==> config.mk <==
export PLATFORM = sky130hd
export DESIGN_NAME = program_counter
export DESIGN_NICKNAME = d
export VERILOG_FILES = /design/src/rtl/program_counter_pkg.sv /design/src/rtl/program_counter.sv
export SDC_FILE = /design/constraint.sdc
export NUM_CORES = 1
export LEC_CHECK = 0
export ABC_CLOCK_PERIOD_IN_PS = 1700
export CAP_MARGIN = 20
export CORE_ASPECT_RATIO = 1.1
export CORE_MARGIN = 1.5
export CORE_UTILIZATION = 42
export CTS_CLUSTER_SIZE = 25
export DETAILED_ROUTE_END_ITERATION = 12
export PLACE_DENSITY = 0.78
export SLEW_MARGIN = 10
export SYNTH_ARGS = -nofsm -noshare
export SYNTH_HDL_FRONTEND = slang
export SYNTH_SLANG_ARGS = --single-unit
==> constraint.sdc <==
create_clock -name clk -period 1.7 [get_ports clk]
set_clock_uncertainty 0.15 [all_clocks]
set_input_delay 0.34 -clock clk [delete_from_list [all_inputs] [get_ports clk]]
set_output_delay 0.34 -clock clk [all_outputs]
set_load 0.02 [all_outputs]
==> src/rtl/program_counter_pkg.sv <==
// Shared CPU definitions: address/word widths, reset vector and the address type
// used by the PC, instruction memory and the control unit.
package program_counter_pkg;

    localparam int ADDR_W = 14;
    localparam int WORD_W = 19;

    typedef logic [ADDR_W-1:0] addr_t;

    localparam addr_t RESET_VEC = 14'h0000;

    // Next sequential address, wrapping modulo 2^ADDR_W.
    function automatic addr_t addr_inc(input addr_t a);
        return a + addr_t'(1'b1);
    endfunction

endpackage

==> src/rtl/program_counter.sv <==
// Program counter: holds the address of the executing instruction and drives it
// to the fetch path. Per-edge priority is reset, load, increment, then hold.
module program_counter
    import program_counter_pkg::*;
#(
    parameter int                 ADDR_W    = program_counter_pkg::ADDR_W,
    parameter logic [ADDR_W-1:0]  RESET_VEC = program_counter_pkg::RESET_VEC
) (
    input  logic              clk,
    input  logic              rst,
    input  logic              loadPC,
    input  logic              incPC,
    input  logic [ADDR_W-1:0] address,
    output logic [ADDR_W-1:0] execadd
);

    // The initialiser keeps the fetch address defined before the first reset.
    logic [ADDR_W-1:0] pc_r = RESET_VEC;

    // PC update: reset overrides load, load overrides increment.
    always_ff @(posedge clk) begin
        if (rst) begin
            pc_r <= RESET_VEC;
        end else if (loadPC) begin
            pc_r <= address;
        end else if (incPC) begin
            pc_r <= pc_r + {{(ADDR_W-1){1'b0}}, 1'b1};
        end else begin
            pc_r <= pc_r;
        end
    end

    assign execadd = pc_r;

endmodule

# ---- After elaboration in Yosys (flattened, before gate mapping)
# Cells that the tools add are included.
dict set report word_totals {
  regBits 14
  input_bits 18
  out_inout_bits 14
}
dict set report op_classes {
  add_sub_neg 1
  n_mux 2
  n_reduce_logical 1
}
# op n
set ops {}
lappend ops {{$mux W14} 2}
lappend ops {{$add A14 B1 Y14 const B} 1}
lappend ops {{$reduce_bool A2 Y1} 1}

# ---- Depth between registers and ports, before layout
dict set report depth {
  ltp_word 3
  mapped_depth 5
  ltp_nobuf 5
}

# ---- Worst setup path before layout
# OpenSTA, ideal clock, no wires.
dict set report synth_timing {
  kind {register -> register}
  from {reg pc_r[0], in the netlist execadd[0]}
  to {reg pc_r[6], in the netlist execadd[6]}
  setup_ns 0.115
  t_arrival_ns 1.353
  path_slack_ns 0.083
  stages_incl_launch_ff 6
  path_buffers 0
  period_less_slack_ns 1.617
  cell_sequence {dfxtp_1 -> ha_1 -> and4_2 -> nand3_1 -> xnor2_1 -> o21a_1}
}
dict set report synth_between {
  elab_chain_cells 3
}
# item line
set synth_rtl {}
lappend synth_rtl {{start: declaration} program_counter.sv:18} ;# logic [ADDR_W-1:0] pc_r = RESET_VEC;
lappend synth_rtl {{start signal: assignment} program_counter.sv:25} ;# pc_r <= address;
lappend synth_rtl {{start signal: assignment} program_counter.sv:27} ;# pc_r <= pc_r + {{(ADDR_W-1){1'b0}}, 1'b1};
lappend synth_rtl {{start signal: assignment} program_counter.sv:29} ;# pc_r <= pc_r;
lappend synth_rtl {{$add A14 B1 Y14} program_counter.sv:27}
lappend synth_rtl {{$mux W14} program_counter.sv:26} ;# end else if (incPC) begin
lappend synth_rtl {{$mux W14} program_counter.sv:24} ;# end else if (loadPC) begin
# Every way passes these cells. The select of a mux whose other input is x is not followed.
# A chain may end at the register's enable or synchronous reset.

# ---- Worst setup path in the final report
dict set report layout_timing {
  from {reg pc_r[0], in the netlist execadd[0]}
  to {reg pc_r[12], in the netlist execadd[12]}
}
# Same word-level chain as after synthesis.

==> qor.csv <==
metric;value;unit
rows;16;
synth-seq-area-share;35.1;%
largest_reg_flops;14;
clk_pin_slew;0.09;ns
nNetsFinal;151;
report.final.slew_viol_count;0;
ios;32;
diodes;0;
ctsHoldBuffers;0;
htree_num_levels;1;
clock_latency;0.28;ns
maxSlewHeadroom;81.5;%
endpoint;execadd[12];
endpoint_kind;register;
critPathLaunch;execadd[0];
multi_input_area;482;um^2
reg2reg_to;execadd[12];
finalHoldViolCount;0;
wire_per_inst;12.8;um
top_layer;met4;
clkPwrFrac;30.4;%
min_path_cells;2;
antenna_found_initial;0;
fin_crit_sh;94.9;%
drt_iter0_drc;9;
worst-setup-path-type;reg2reg;
post-route-drc-count;2;
io_buffers;31;
violations;DRC;
netSwitchingFraction;28.4;%
p_leak;0.572;nW
path_depth;5;
grt_overflow;0;
cp.arrival;1.65;ns
routabilityCongestion;0.769;
post_drt_via_cell_ratio;5.21;
dp_hpwl;1.31;mm
grt_start_max_net_pins;15;
drive_above_1_share;13.0;%
max_freq;620;MHz
post-route-util;67.3;%
synth_nets;113;
ys_warn_count;0;
peakVddDrop;0.453;mV
netlist_instances;94;
fp.coreArea;1780;um^2
dr.pass1.iters;8;
fp.dieArea;2170;um^2
critical-path-top-delay-family;flip-flops;
crit_fanout;5;
placed_cell_area;1130;um^2
min_period;1.61;ns
path_buf_inv;1;
clock_sinks;14;
cpPeakStageDelay;0.43;ns
grt_pass1_vias;721;
initial_utilization;44.9;%
cp.required;1.73;ns
p_int;0.000576;W
syn_area;800;um^2
met3WireLength;85;um
setup_tns;0;ns
run_status;complete, but fails checks;
setup_viol;0;
drv_cap;0;
tightestPinTransition;0.275;ns
crit_slowest_cell;dfxtp_1;
wl_met2;953;um
cp_cell_sequence;ha_1 > inv_1 > nor4_2 > xor2_1 > o21a_1;
cts_tree;built;
p_seq_share;47.4;%
power_density;671;nW/um^2
start_kind;register;
p_comb_share;22.2;%
power.switching;0.000228;W
hp-class;reg2reg;
vias;776;
reg2reg_from;execadd[0];
wl_met1;851;um
synth_seq_cells;14;
seqCellArea;280;um^2
root_buffer;clkbuf_4;
grt_pass1_wl;3.07;mm
wl;1.91;mm
yosysUniqueCellTypes;24;
clock_path_buffers;2;
rr_worst_depth;5;
fillerInstances;157;
avgSynthCellArea;8.51;um^2
final_area;1200;um^2
drt.antenna.violating_nets;0;
track_usage;19.0;%
die_y;48.8;um
area_growth;49.9;%
cts_made_buffers;3;
r2r_slack;0.09;ns
die_w;44.6;um
==> tightest hold or removal path, cell delays in order, from the launching register on <==
cell	delay, ns
dfxtp_1	0.33
xor2_1	0.15
o21a_1	0.11
==> kinds of logic (layout without fill, tap and decap cells) <==
family | count (synthesis) | count (layout) | synth area share (%)
buf+inv | 14 | 51 | 9.55
flops | 14 | 14 | 35.1
fa+ha+maj | 1 | 1 | 1.56
mux | 4 | 4 | 5.01
xor+xnor | 12 | 12 | 13.1
simple gates | 28 | 28 | 19.7
compound gates | 21 | 21 | 16.0
==> how the worst min path moves through the flow <==
stage,startpoint,to,slack (ns)
final,execadd[13],execadd[13],0.45
after global routing,address[5],execadd[5],0.48
after detailed placement,execadd[13],execadd[13],0.44
after floorplan,address[1],execadd[1],0.33
after global placement,execadd[13],execadd[13],0.43
after CTS,execadd[13],execadd[13],0.46
==> synthesized netlist by cell type <==
master,n,share of area [%]
nand4_1,3,2.3
ha_1,1,1.6
nand4_4,1,2.7
xor2_1,6,6.6
a21oi_1,11,6.9
mux2i_1,4,5.0
nand2_1,5,2.3
and3_1,1,0.78
dlymetal6s2s_1,1,1.6
or3_1,1,0.78
dfxtp_1,14,35
a21o_1,1,0.94
o21a_1,8,7.5
xnor2_1,6,6.6
o21ai_0,1,0.63
nor4_1,4,3.1
nand3_1,3,1.9
and4_2,1,1.3
buf_4,1,0.94
nor2_1,7,3.3
inv_1,10,4.7
clkbuf_4,1,0.94
nor3_1,2,1.3
buf_6,1,1.4
==> layout make-up <==
| type | count | share of cell area, % |
|---|---|---|
| multi-input combinational | 66 | 40.2 |
| sequential | 14 | 23.4 |
| clock buffer | 4 | 3.03 |
| tap | 18 | 1.88 |
| timing repair buffer | 37 | 28.4 |
| inverter | 10 | 3.13 |
==> power groups by stage <==
stage,Combinational [W],Sequential [W],Clock (W)
after floorplan,0.0000705,0.000410,0
after global placement,0.000190,0.000386,0
after detailed placement,0.000193,0.000387,0
after CTS,0.000179,0.000379,0.000252
after global routing,0.000196,0.000385,0.000263
final,0.000179,0.000381,0.000244
==> per-stage QoR <==
step	worst slack, ns	instances	total power (W)	hold WS [ns]
floorplan	0.0828	94	0.000480	0.333
global placement	-0.301	144	0.000576	0.426
detailed placement	-0.308	144	0.000580	0.438
CTS	0.00776	148	0.000809	0.461
global route	-0.0294	149	0.000845	0.484
finish	0.0862	149	0.000804	0.454
==> repair_timing <==
item | CTS | global route
gates resized for setup | 15 | 6
buffers inserted | 0 | 1
pin swaps | 0 | 2
hold endpoints to repair | 0 | 0
setup endpoints to repair | 15 | 5
==> metal layers <==
metal	track usage, %	vias up
li1	-	395
met1	24.3	360
met2	29.2	19
met3	3.36	2
met4	10.6	0
met5	0	-
==> layout by cell type, fill, tap and decap left out <==
cell type and instances:
a21o_1 1, a21oi_1 11, and3_1 1, and4_2 1
buf_4 6, clkbuf_4 3, clkbuf_8 1, clkdlybuf4s50_1 16
dfxtp_1 14, dlygate4sd2_1 14, dlymetal6s2s_1 1, ha_1 1
inv_1 10, mux2i_1 4, nand2_1 5, nand3_1 3
nand4_1 3, nand4_4 1, nor2_1 7, nor3_1 1
nor3_2 1, nor4_2 3, nor4_4 1, o21a_1 8
o21ai_0 1, or3_1 1, xnor2_1 6, xor2_1 6
(Power assumes the default switching activity.)
